**src/rtl/router_mcast_input_unit.sv**
```systemverilog
// Multicast router input unit: flit FIFO plus per-output request and
// served tracking; a flit is dequeued once every output in its mask took it.
module router_mcast_input_unit #(
  parameter int FlitWidth = 34,
  parameter int FifoDepth = 4,
  parameter int MaskLsb   = 0
) (
  input  logic                 clk,
  input  logic                 rst,
  input  logic [FlitWidth-1:0] data_in,
  input  logic                 data_void_in,
  output logic                 stop_out,
  output logic [FlitWidth-1:0] data_out,
  output logic [4:0]           request,
  input  logic [4:0]           grant,
  input  logic [4:0]           out_ready,
  output logic [4:0]           forwarding_head,
  output logic [4:0]           forwarding_tail,
  output logic                 proto_err
);

  localparam int PtrW = $clog2(FifoDepth);
  localparam int CntW = PtrW + 1;

  typedef enum logic [1:0] {
    IDLE,
    PACKET,
    DROP
  } state_e;

  state_e               state_q, state_d;
  logic [FlitWidth-1:0] mem_q [FifoDepth];
  logic [PtrW-1:0]      wr_ptr_q, wr_ptr_d;
  logic [PtrW-1:0]      rd_ptr_q, rd_ptr_d;
  logic [CntW-1:0]      count_q, count_d;
  logic [4:0]           pkt_mask_q, pkt_mask_d;
  logic [4:0]           served_q, served_d;

  logic [FlitWidth-1:0] head_flit;
  logic [4:0]           hmask, mask, fwd;
  logic                 empty, full, push, pop;
  logic                 is_head, is_tail, bad_hd;
  logic                 done, drop_one;

  always_comb begin
    empty     = (count_q == '0);
    full      = (count_q == CntW'(FifoDepth));
    head_flit = mem_q[rd_ptr_q];
    is_head   = !empty && head_flit[FlitWidth-1];
    is_tail   = !empty && head_flit[FlitWidth-2];
    hmask     = head_flit[MaskLsb +: 5];

    mask = '0;
    case (state_q)
      IDLE:    mask = is_head ? hmask : 5'b0;
      PACKET:  mask = pkt_mask_q;
      default: mask = '0;
    endcase

    request = empty ? 5'b0 : (mask & ~served_q);
    fwd     = request & grant & out_ready;
    forwarding_head = is_head ? fwd : 5'b0;
    forwarding_tail = is_tail ? fwd : 5'b0;

    done = !empty && (mask != 5'b0)
        && ((served_q | fwd) == mask);

    // Orphan body flit or unroutable head found while idle.
    bad_hd = !empty && (state_q == IDLE)
          && (!is_head || (hmask == 5'b0));
    proto_err = bad_hd;

    drop_one = bad_hd
            || (!empty && (state_q == DROP));
    pop  = done || drop_one;
    push = !data_void_in && !full;

    stop_out = full;
    data_out = empty ? '0 : head_flit;
  end

  always_comb begin
    state_d    = state_q;
    pkt_mask_d = pkt_mask_q;
    unique case (1'b1)
      (state_q == IDLE): begin
        if (done) begin
          pkt_mask_d = mask;
          if (!is_tail) state_d = PACKET;
        end else if (bad_hd && is_head && !is_tail) begin
          state_d = DROP;
        end
      end
      (state_q == PACKET): begin
        if (done && is_tail) begin
          state_d    = IDLE;
          pkt_mask_d = '0;
        end
      end
      (state_q == DROP): begin
        if (is_tail) state_d = IDLE;
      end
      default: state_d = IDLE;
    endcase

    served_d = pop ? 5'b0 : (served_q | fwd);
    wr_ptr_d = wr_ptr_q + PtrW'(push);
    rd_ptr_d = rd_ptr_q + PtrW'(pop);
    count_d  = count_q + CntW'(push) - CntW'(pop);
  end

  always_ff @(posedge clk or negedge rst) begin
    if (!rst) begin
      state_q    <= IDLE;
      pkt_mask_q <= '0;
      served_q   <= '0;
      wr_ptr_q   <= '0;
      rd_ptr_q   <= '0;
      count_q    <= '0;
    end else begin
      state_q    <= state_d;
      pkt_mask_q <= pkt_mask_d;
      served_q   <= served_d;
      wr_ptr_q   <= wr_ptr_d;
      rd_ptr_q   <= rd_ptr_d;
      count_q    <= count_d;
    end
  end

  always_ff @(posedge clk) begin
    if (push) mem_q[wr_ptr_q] <= data_in;
  end

`ifndef SYNTHESIS
  a_fwd_req: assert property (
    @(posedge clk) disable iff (!rst)
    (fwd & ~request) == 5'b0);

  c_push_full: cover property (
    @(posedge clk) disable iff (!rst)
    full && !data_void_in);
`endif

endmodule

```
**config.mk**
```make
export PLATFORM = sky130hd
export DESIGN_NAME = router_mcast_input_unit
export DESIGN_NICKNAME = d
export VERILOG_FILES = /design/src/rtl/router_mcast_input_unit.sv
export SDC_FILE = /design/constraint.sdc
export NUM_CORES = 1
export LEC_CHECK = 0
export ABC_AREA = 0
export BUFFER_PORTS_ARGS = -buffer_cell sky130_fd_sc_hd__buf_2
export CAP_MARGIN = 20
export CORE_MARGIN = 3
export CORE_UTILIZATION = 25
export DETAILED_ROUTE_END_ITERATION = 16
export GPL_ROUTABILITY_DRIVEN = 1
export SETUP_SLACK_MARGIN = 0.4
export SLEW_MARGIN = 25
export SYNTH_ARGS = -nofsm -noshare
export SYNTH_HDL_FRONTEND = slang
export SYNTH_SLANG_ARGS = --single-unit
export TNS_END_PERCENT = 5
```
**constraint.sdc**
```tcl
create_clock -name clk -period 4.2 [get_ports clk]
set_input_delay 0.42 -clock clk [delete_from_list [all_inputs] [get_ports clk]]
set_output_delay 0.42 -clock clk [all_outputs]
set_load 0.02 [all_outputs]
```
==> results of run 1 <==
[through the flow]
stage	std cells	hold WS (ns)	area [µm²]	util	setup slack, ns
after global routing	837	0.189	8050	0.318	0.441
final	837	0.214	8050	0.318	0.647
after CTS	831	0.193	8010	0.316	0.440
after detailed placement	798	0.400	7400	0.292	0.320
after floorplan	375	0.124	6470	-	0.433
after global placement	798	0.389	7400	0.292	0.464
[how the worst min path moves through the flow]
stage                     slack, ns  depth (start not counted)            end
after floorplan                0.12                          0     count_q[0]
after global placement         0.39                          1  pkt_mask_q[0]
after detailed placement       0.40                          1  pkt_mask_q[1]
after CTS                      0.19                          1   mem_q[1][28]
after global routing           0.19                          1   mem_q[0][19]
final                          0.21                          1   mem_q[0][33]
[report_power, final]
part / total [µW] / internal, µW / leakage, µW / switching [µW]
clock: 1500 / 800 / 0.000292 / 698
combinational: 2870 / 1180 / 0.00116 / 1690
sequential: 2260 / 2060 / 0.00149 / 197
[timing repair]
item	4_1_cts	5_1_grt
gates resized for setup	1	2
setup buffers	0	5
setup endpoints to repair	1	1
pin swaps	0	1
hold buffers	1	0
endpoints found under the hold margin	19	0
[layout make-up]
type / count / area, µm² / area share
Sequential cell: 155 / 4560 / 0.567
Clock buffer: 17 / 425 / 0.0528
Timing Repair Buffer: 114 / 613 / 0.0761
Antenna cell: 1 / 2.50 / 0.000311
Inverter: 16 / 60.1 / 0.00746
Tap cell: 330 / 413 / 0.0513
Multi-Input combinational cell: 189 / 1810 / 0.225
Clock inverter: 15 / 168 / 0.0208
[critical path, delay by kind of cell (launching register included)]
| family | cells | cell delay, ns |
|---|---|---|
| flops | 1 | 0.47 |
| simple gates | 3 | 0.89 |
| buf+inv | 2 | 0.10 |
| mux | 1 | 0.62 |
| compound gates | 2 | 0.21 |
| xor+xnor | 2 | 0.34 |
| fa+ha+maj | 3 | 0.83 |
[placed cells by master (no fill, tap or decap), drive strengths merged, types with 2 or more instances in the layout]
cell type,synthesis,routed
ha,4,4
and2,31,31
mux4,33,33
nand2,18,18
a21oi,15,15
inv,16,24
a2111oi,2,2
a22oi,2,2
mux2i,8,8
mux2,3,3
clkbuf,8,18
xor2,2,2
nand3,4,4
nor3b,5,5
edfxtp,136,136
xnor2,2,2
nor4,2,2
a22o,2,2
nor2,17,17
clkinv,0,7
or3,2,2
and3,6,6
o21ai,6,6
buf,7,112
a31oi,2,2
and4b,2,2
nor3,8,8
dfrtp,19,19
[synthesized netlist by cell type (4+ instances only)]
master    number
o21ai_0        6
dfrtp_1       19
mux4_2        33
nand2_1       18
inv_1         16
ha_1           4
nor2_1        17
nand3_1        4
and2_1        31
and3_1         5
clkbuf_1       8
a21oi_1       15
buf_1          4
nor3b_1        5
nor3_1         8
mux2i_1        8
edfxtp_1     136
[metal layers]
layer,track usage,vias up
met4,0.0359,2
met5,0,-
met1,0.135,1954
met2,0.185,128
li1,-,1701
met3,0.0361,21
[cells by family (layout without fill, tap and decap cells)]
kind of cell               Yosys count  in the layout
other                                0              1
and+or+nand+nor                    100            100
adders and majority gates            5              5
xor gates and xnor gates             4              4
buffers and inverters               31            162
muxes                               44             44
AOI/OAI and AO/OA                   36             36
DFF                                155            155
[state kept, by name, indices dropped and copies added, names as in the netlist]
signal,count
mem_q,136
pkt_mask_q,5
served_q,5
count_q,3
rd_ptr_q,2
state_q,2
wr_ptr_q,2
==> results.py, run 1 <==
metrics = {
    "synth": {
        "synth-xor-area-share": 0.00542,
        "yosysSeqAreaShare": 0.705,
        "ys_types": 45,
        "syn_area_mm2": 0.00646,
        "synth_top_cell_by_area": "edfxtp_1",
        "netlist_instances": 375,
        "yosys_warnings": 0,
        "synth_top_family_by_area": "multiplexers",
        "synth-edff-count": 136,
        "synth_top_area_frac": 0.632,
        "synthTopCellsByArea": "edfxtp_1 63%, mux4_2 11%, dfrtp_1 7.4%",
        "synth_simple_gate_area_frac": 0.0877,
        "synth_top_flop_cell": "edfxtp_1",
        "synth_fa_ha_area_frac": 0.0108,
        "synth-seq-cells": 155,
        "synthesis.nets": 427,
        "synthMuxAreaShare": 0.133,
        "syn_avg_cell_area_um2": 17.2,
        "synth_compound_area_frac": 0.0372,
        "synthArstFlopShare": 0.123,
    },
    "clock_tree": {
        "path_clk_slew_ns": 0.07,
        "clock_latency_ns": 0.41,
        "cts-root-buf": "clkbuf_16",
        "cts_sinks": 155,
        "cts.path.max_buffers": 2,
        "cts_made_buffers": 17,
        "cts_tree": "done",
        "htree_levels": 4,
    },
    "layout": {
        "fin_nets": 545,
        "syn_to_final_growth_pct": 24.6,
        "drive_above_1_share": 0.383,
        "n_fill_cell": 2473,
    },
    "floorplanning": {
        "coreArea_mm2": 0.0253,
        "die_x_um": 167,
        "die-area_mm2": 0.0278,
        "fp.dieH_um": 167,
        "rows": 58,
        "start_util": 0.255,
        "ios": 98,
    },
    "drt": {
        "wl_met3_um": 895,
        "vias_per_cell": 4.55,
        "post-route-drc-count": 0,
        "drt_iter0_markers": 252,
        "dr.pass1.iters": 4,
        "wl_mm": 15.0,
        "top_layer": "met5",
        "vias": 3806,
        "m1WireLength_mm": 6.31,
        "wl_met2_mm": 7.45,
        "wl_per_cell_um": 17.9,
        "drtAntennaViolNets": 0,
    },
    "critical_path": {
        "crit_arrival_ns": 3.89,
        "cp-end-kind": "flip-flop",
        "required_ns": 4.53,
        "reg2reg_from": "rd_ptr_q[0]",
        "critPathLaunchType": "flip-flop",
        "reg2reg_depth": 13,
        "rrSetupSlack_ns": 0.65,
        "endpoint": "count_q[2]",
        "critPathMaxFanout": 6,
        "slowest_delay_ns": 0.62,
        "r2r-end": "count_q[2]",
        "worstPathCellList": "mux4_2 > or4_1 > nand2_1 > a21oi_1 > nor2_2 > o31ai_4 > ha_1 > inv_1 > ha_1 > inv_1 > fa_1 > xnor2_1 > xnor2_1",
        "worst-setup-path-type": "reg2reg",
        "crit_start": "rd_ptr_q[0]",
        "slowest_stage": "mux4_2",
    },
    "grt": {
        "grtUsageTotal": 0.110,
        "overflow": 0,
        "grt_pass1_vias": 4165,
        "grt_pass1_wl_mm": 23.7,
        "grt_max_degree": 35,
        "antenna_found_initial": 3,
    },
    "timing": {
        "fmax_mhz": 281,
        "setup_viol": 0,
        "finClkSkew_ns": 0.00706,
        "drv_slew": 0,
        "finalCriticalPeriod_ns": 3.55,
        "setup-tns-final_ns": 0,
        "worst_pin_slew_ns": 0.985,
        "hold_violations": 0,
        "rsz0062_at_grt": "no",
        "post-route-period-util": 0.846,
        "maxSlewHeadroom": 0.343,
    },
    "power_and_ir_drop": {
        "irDropWorstVdd_uv": 441,
        "power.leakage_uw": 0.00294,
        "cellPowerDensity_mw_per_mm2": 823,
        "power_uw": 6630,
    },
    "place": {
        "dp.final_hpwl_mm": 10.1,
        "finalWeightedCongestion": 0.877,
        "io_buffers": 97,
    },
    "worst_hold_path": {
        "hold_path_class": "in2reg",
        "holdCritStartpoint": "data_in[33]",
    },
    "run": {
        "drv_cap": 0,
    },
    "run_status": {
        "outcome": "finished clean",
    },
}
No activity file was read; power rests on OpenSTA's default activity.
==> run 2, diff against run 1 <==
==> constraint.sdc (replaced) <==
create_clock -name clk -period 3.2 [get_ports clk]
set_input_delay 0.32 -clock clk [delete_from_list [all_inputs] [get_ports clk]]
set_output_delay 0.32 -clock clk [all_outputs]
set_load 0.02 [all_outputs]
==> results.py, run 2 (synthesized netlist as in run 1, its figures left out) <==
metrics = {
    "grt": {
        "grt_max_degree": 24,
        "grt_pass1_vias": 4258,
        "overflow": 0,
        "antenna_found_initial": 2,
        "grt_pass1_wl_mm": 24.7,
        "grtUsageTotal": 0.116,
    },
    "timing": {
        "hold_violations": 0,
        "finClkSkew_ns": 0.00911,
        "worst_pin_slew_ns": 0.543,
        "rsz0062_at_grt": "yes",
        "setup-tns-final_ns": -0.156,
        "setup_slack_ns": -0.120,
        "finalCriticalPeriod_ns": 3.32,
        "maxSlewHeadroom": 0.637,
        "post-route-period-util": 1.04,
        "setup_viol": 2,
        "fmax_mhz": 301,
        "drv_slew": 0,
    },
    "place": {
        "dpl_cell_area_mm2": 0.00763,
        "finalWeightedCongestion": 0.889,
        "dp.final_hpwl_mm": 10.5,
        "place_ws_ns": -0.206,
        "io_buffers": 97,
    },
    "clock_tree": {
        "cts_sinks": 155,
        "cts.path.max_buffers": 2,
        "htree_levels": 4,
        "path_clk_slew_ns": 0.07,
        "clock_latency_ns": 0.43,
        "cts_made_buffers": 17,
        "cts_tree": "done",
        "cts-root-buf": "clkbuf_16",
    },
    "layout": {
        "fin_nets": 571,
        "final_util": 0.335,
        "drive_above_1_share": 0.457,
        "n_fill_cell": 2423,
        "largest_reg_flops": 136,
        "mostFrequentLayoutCell": "edfxtp_1",
        "reg.largest.list": "mem_q (136), pkt_mask_q (5), served_q (5)",
        "final_area_mm2": 0.00848,
        "top_register": "mem_q",
        "final_cell_mix": "136 x edfxtp_1, 89 x buf_2, 45 x buf_4",
        "syn_to_final_growth_pct": 31.2,
    },
    "critical_path": {
        "cp-end-kind": "flip-flop",
        "cp_top_family": "simple AND/OR/NAND/NOR gates",
        "crit_buf_inv": 2,
        "critPathMaxFanout": 7,
        "worst-setup-path-type": "reg2reg",
        "critPathLaunchType": "flip-flop",
        "slowest_delay_ns": 0.57,
        "cp_common_cell": "ha_1",
        "required_ns": 3.50,
        "worstPathCellList": "mux4_2 > or4_4 > nand2_2 > a21oi_2 > nor2_2 > o31ai_4 > ha_1 > inv_1 > ha_1 > inv_2 > fa_2 > xnor2_2 > xnor2_1",
        "slowest_stage": "mux4_2",
        "crit_arrival_ns": 3.62,
    },
    "worst_hold_path": {
        "hold_path_class": "in2reg",
    },
    "drt": {
        "drtAntennaViolNets": 0,
        "post-route-drc-count": 0,
        "dr.pass1.iters": 4,
        "vias": 3910,
        "wl_per_cell_um": 18.1,
        "wl_mm": 15.6,
        "vias_per_cell": 4.53,
        "drt_iter0_markers": 206,
    },
    "power_and_ir_drop": {
        "irDropWorstVdd_uv": 570,
        "power_uw": 9360,
        "cellPowerDensity_mw_per_mm2": 1100,
        "power.leakage_uw": 0.00310,
    },
    "floorplanning": {
        "rows": 58,
        "die-area_mm2": 0.0278,
        "ios": 98,
        "start_util": 0.255,
        "coreArea_mm2": 0.0253,
        "fp.dieH_um": 167,
        "die_x_um": 167,
    },
    "run_status": {
        "violations": "negative setup slack",
        "outcome": "finished with violations",
    },
    "run": {
        "drv_cap": 0,
    },
}
run 2: cell count changes in the layout (fill, tap and decap cells not counted), sizes merged:
cell | previous run | this run
clkinvlp | 0 | 1
clkinv | 7 | 8
buf | 112 | 139
inv | 24 | 22
clkbuf | 18 | 17
run 2: what timing repair did:
item                                    in CTS  in global routing
gates resized for setup                     37                  9
pin swaps                                   18                  4
setup buffers                                4                  1
hold endpoints to repair                    19                  0
endpoints found under the setup margin      17                 25
hold buffers                                 1                  0
run 2: power by group:
group / switching (µW) / internal, µW
Sequential: 231 / 2700
Clock: 916 / 1050
Combinational: 2480 / 1980
run 2: layer usage:
layer | track usage | vias to the layer above | routed length, µm
met5 | 0 | - | 20
met2 | 0.192 | 124 | 7800
met3 | 0.0380 | 19 | 819
li1 | - | 1764 | -
met1 | 0.144 | 2001 | 6730
met4 | 0.0391 | 2 | 222
run 2: final timing paths:
kind                                    start       endpoint  slack [ns]  cells after the start
worst max-delay path              rd_ptr_q[0]     count_q[2]       -0.12                     13
worst min-delay path              data_in[31]   mem_q[2][31]        0.11                      1
worst max register to register    rd_ptr_q[0]     count_q[2]       -0.12                     13
worst min register to register  pkt_mask_q[2]  pkt_mask_q[2]        0.53                      1
max in group asynchronous                 rst    rd_ptr_q[1]        2.42                      2
min in group asynchronous                 rst     state_q[1]        0.41                      2
run 2: layout make-up:
cell class	count	area [µm²]	share of cell area
Clock inverter	15	178	0.0210
Antenna cell	1	2.50	0.000295
Tap cell	330	413	0.0487
Inverter	16	60.1	0.00708
Timing Repair Buffer	140	876	0.103
Multi-Input combinational cell	189	1960	0.232
Sequential cell	155	4560	0.538
Clock buffer	17	425	0.0502
run 2: through the flow:
stage                     hold WS, ns  instances
after global placement          0.306        824
final                           0.106        863
after floorplan                0.0244        375
after detailed placement        0.315        824
after CTS                      0.0825        861
after global routing           0.0848        863
==> run 3, diff against run 2 <==
--- a/config.mk
+++ b/config.mk
@@ -10,6 +10,7 @@
 export CAP_MARGIN = 20
 export CORE_MARGIN = 3
 export CORE_UTILIZATION = 25
+export CTS_BUF_LIST = sky130_fd_sc_hd__clkbuf_2 sky130_fd_sc_hd__clkbuf_4 sky130_fd_sc_hd__clkbuf_8
 export DETAILED_ROUTE_END_ITERATION = 16
 export GPL_ROUTABILITY_DRIVEN = 1
 export SETUP_SLACK_MARGIN = 0.4
==> results.py, run 3 (synthesized netlist as in run 1, its figures left out) <==
metrics = {
    "drt": {
        "drtAntennaViolNets": 0,
        "vias": 3901,
        "vias_per_cell": 4.52,
        "wl_per_cell_um": 18.2,
        "wl_mm": 15.7,
        "dr.pass1.iters": 4,
        "post-route-drc-count": 0,
        "drt_iter0_markers": 285,
    },
    "timing": {
        "hold_violations": 0,
        "setup_viol": 2,
        "rsz0062_at_grt": "yes",
        "post-route-period-util": 1.04,
        "setup_slack_ns": -0.138,
        "fmax_mhz": 300,
        "maxSlewHeadroom": 0.636,
        "drv_slew": 0,
        "finalCriticalPeriod_ns": 3.34,
        "finClkSkew_ns": 0.0171,
        "setup-tns-final_ns": -0.190,
        "finalHoldWorstSlack_ns": 0.0746,
        "worst_pin_slew_ns": 0.544,
    },
    "layout": {
        "largest_reg_flops": 136,
        "final_util": 0.331,
        "mostFrequentLayoutCell": "edfxtp_1",
        "drive_above_1_share": 0.476,
        "final_cell_mix": "136 x edfxtp_1, 82 x buf_2, 47 x buf_4",
        "reg.largest.list": "mem_q (136), pkt_mask_q (5), served_q (5)",
        "top_register": "mem_q",
        "fin_nets": 571,
        "syn_to_final_growth_pct": 29.7,
    },
    "floorplanning": {
        "fp.dieH_um": 167,
        "ios": 98,
        "rows": 58,
        "start_util": 0.255,
        "die-area_mm2": 0.0278,
        "die_x_um": 167,
        "coreArea_mm2": 0.0253,
    },
    "clock_tree": {
        "cts_made_buffers": 17,
        "cts_tree": "done",
        "path_clk_slew_ns": 0.10,
        "clock_latency_ns": 0.45,
        "cts-root-buf": "clkbuf_8",
        "htree_levels": 4,
        "cts.path.max_buffers": 2,
        "cts_sinks": 155,
    },
    "critical_path": {
        "critPathLaunchType": "flip-flop",
        "required_ns": 3.53,
        "critPathMaxFanout": 7,
        "cp-end-kind": "flip-flop",
        "r2r-end": "count_q[2]",
        "crit_arrival_ns": 3.67,
        "worst-setup-path-type": "reg2reg",
        "reg2reg_depth": 12,
        "reg2reg_from": "rd_ptr_q[0]",
        "rrSetupSlack_ns": -0.14,
    },
    "place": {
        "io_buffers": 97,
        "dp.final_hpwl_mm": 10.5,
        "finalWeightedCongestion": 0.889,
        "place_ws_ns": -0.206,
    },
    "run_status": {
        "outcome": "finished with violations",
        "violations": "negative setup slack",
    },
    "grt": {
        "grt_pass1_vias": 4200,
        "grt_max_degree": 24,
        "antenna_found_initial": 2,
        "grtUsageTotal": 0.114,
        "overflow": 0,
        "grt_pass1_wl_mm": 24.3,
    },
    "worst_hold_path": {
        "holdCritStartpoint": "data_in[31]",
        "hold_path_class": "in2reg",
        "min_path_cells": 1,
        "hold_end": "mem_q[1][31]",
    },
    "power_and_ir_drop": {
        "power_uw": 9010,
        "cellPowerDensity_mw_per_mm2": 1080,
        "power.leakage_uw": 0.00303,
        "irDropWorstVdd_uv": 583,
    },
    "run": {
        "drv_cap": 0,
    },
}
-- run 3: power by group --
part / switching (µW) / internal, µW / leakage [µW]
logic: 2530 / 2100 / 0.00134
clock network: 851 / 595 / 0.000202
registers: 239 / 2700 / 0.00149
-- run 3: metal layers --
layer | up-vias | wire length (µm) | GRT usage
li1 | 1764 | - | -
met1 | 1994 | 6710 | 0.142
met2 | 124 | 7870 | 0.190
met4 | 2 | 207 | 0.0359
met5 | - | 20 | 0
met3 | 17 | 866 | 0.0354
-- run 3: worst max-delay path, cell delays in order (launching register included) --
cell and delay (ns):
dfrtp_2 0.49, mux4_2 0.57, or4_4 0.57, o21ai_2 0.19, o21ai_0 0.16, o31ai_4 0.11, ha_1 0.26, inv_1 0.05
ha_1 0.13, inv_1 0.05, fa_2 0.35, xnor2_2 0.14, xnor2_1 0.13
-- run 3: layout make-up --
type	instances	area [µm²]
antenna	1	2.50
clock buffer	17	234
clock inverter	15	178
fill	2447	16900
inverter	16	65.1
multi-input combinational	189	2010
sequential	155	4560
tap	330	413
timing repair buffer	140	916
-- run 3: worst max-delay path by stage --
stage | slack, ns | startpoint | end | depth (start not counted)
after floorplan | -0.57 | count_q[2] | mem_q[0][0] | 3
after detailed placement | -0.21 | rd_ptr_q[0] | count_q[2] | 12
after global placement | -0.13 | rd_ptr_q[0] | count_q[2] | 12
after global routing | -0.26 | rd_ptr_q[0] | count_q[2] | 12
after CTS | -0.12 | rd_ptr_q[0] | count_q[2] | 13
final | -0.14 | rd_ptr_q[0] | count_q[2] | 12
-- run 3: what timing repair did --
item | 4_1_cts | 5_1_grt
endpoints found under the setup margin | 20 | 27
gates resized for setup | 37 | 37
setup buffers | 3 | 2
pin swaps | 19 | 33
hold endpoints to repair | 19 | 0
hold buffers | 1 | 0
-- run 3: stage by stage --
stage | cells | area [µm²]
detailed placement | 824 | 7630
finish | 863 | 8380
CTS | 860 | 8240
floorplan | 375 | 6470
global route | 863 | 8380
global placement | 824 | 7630
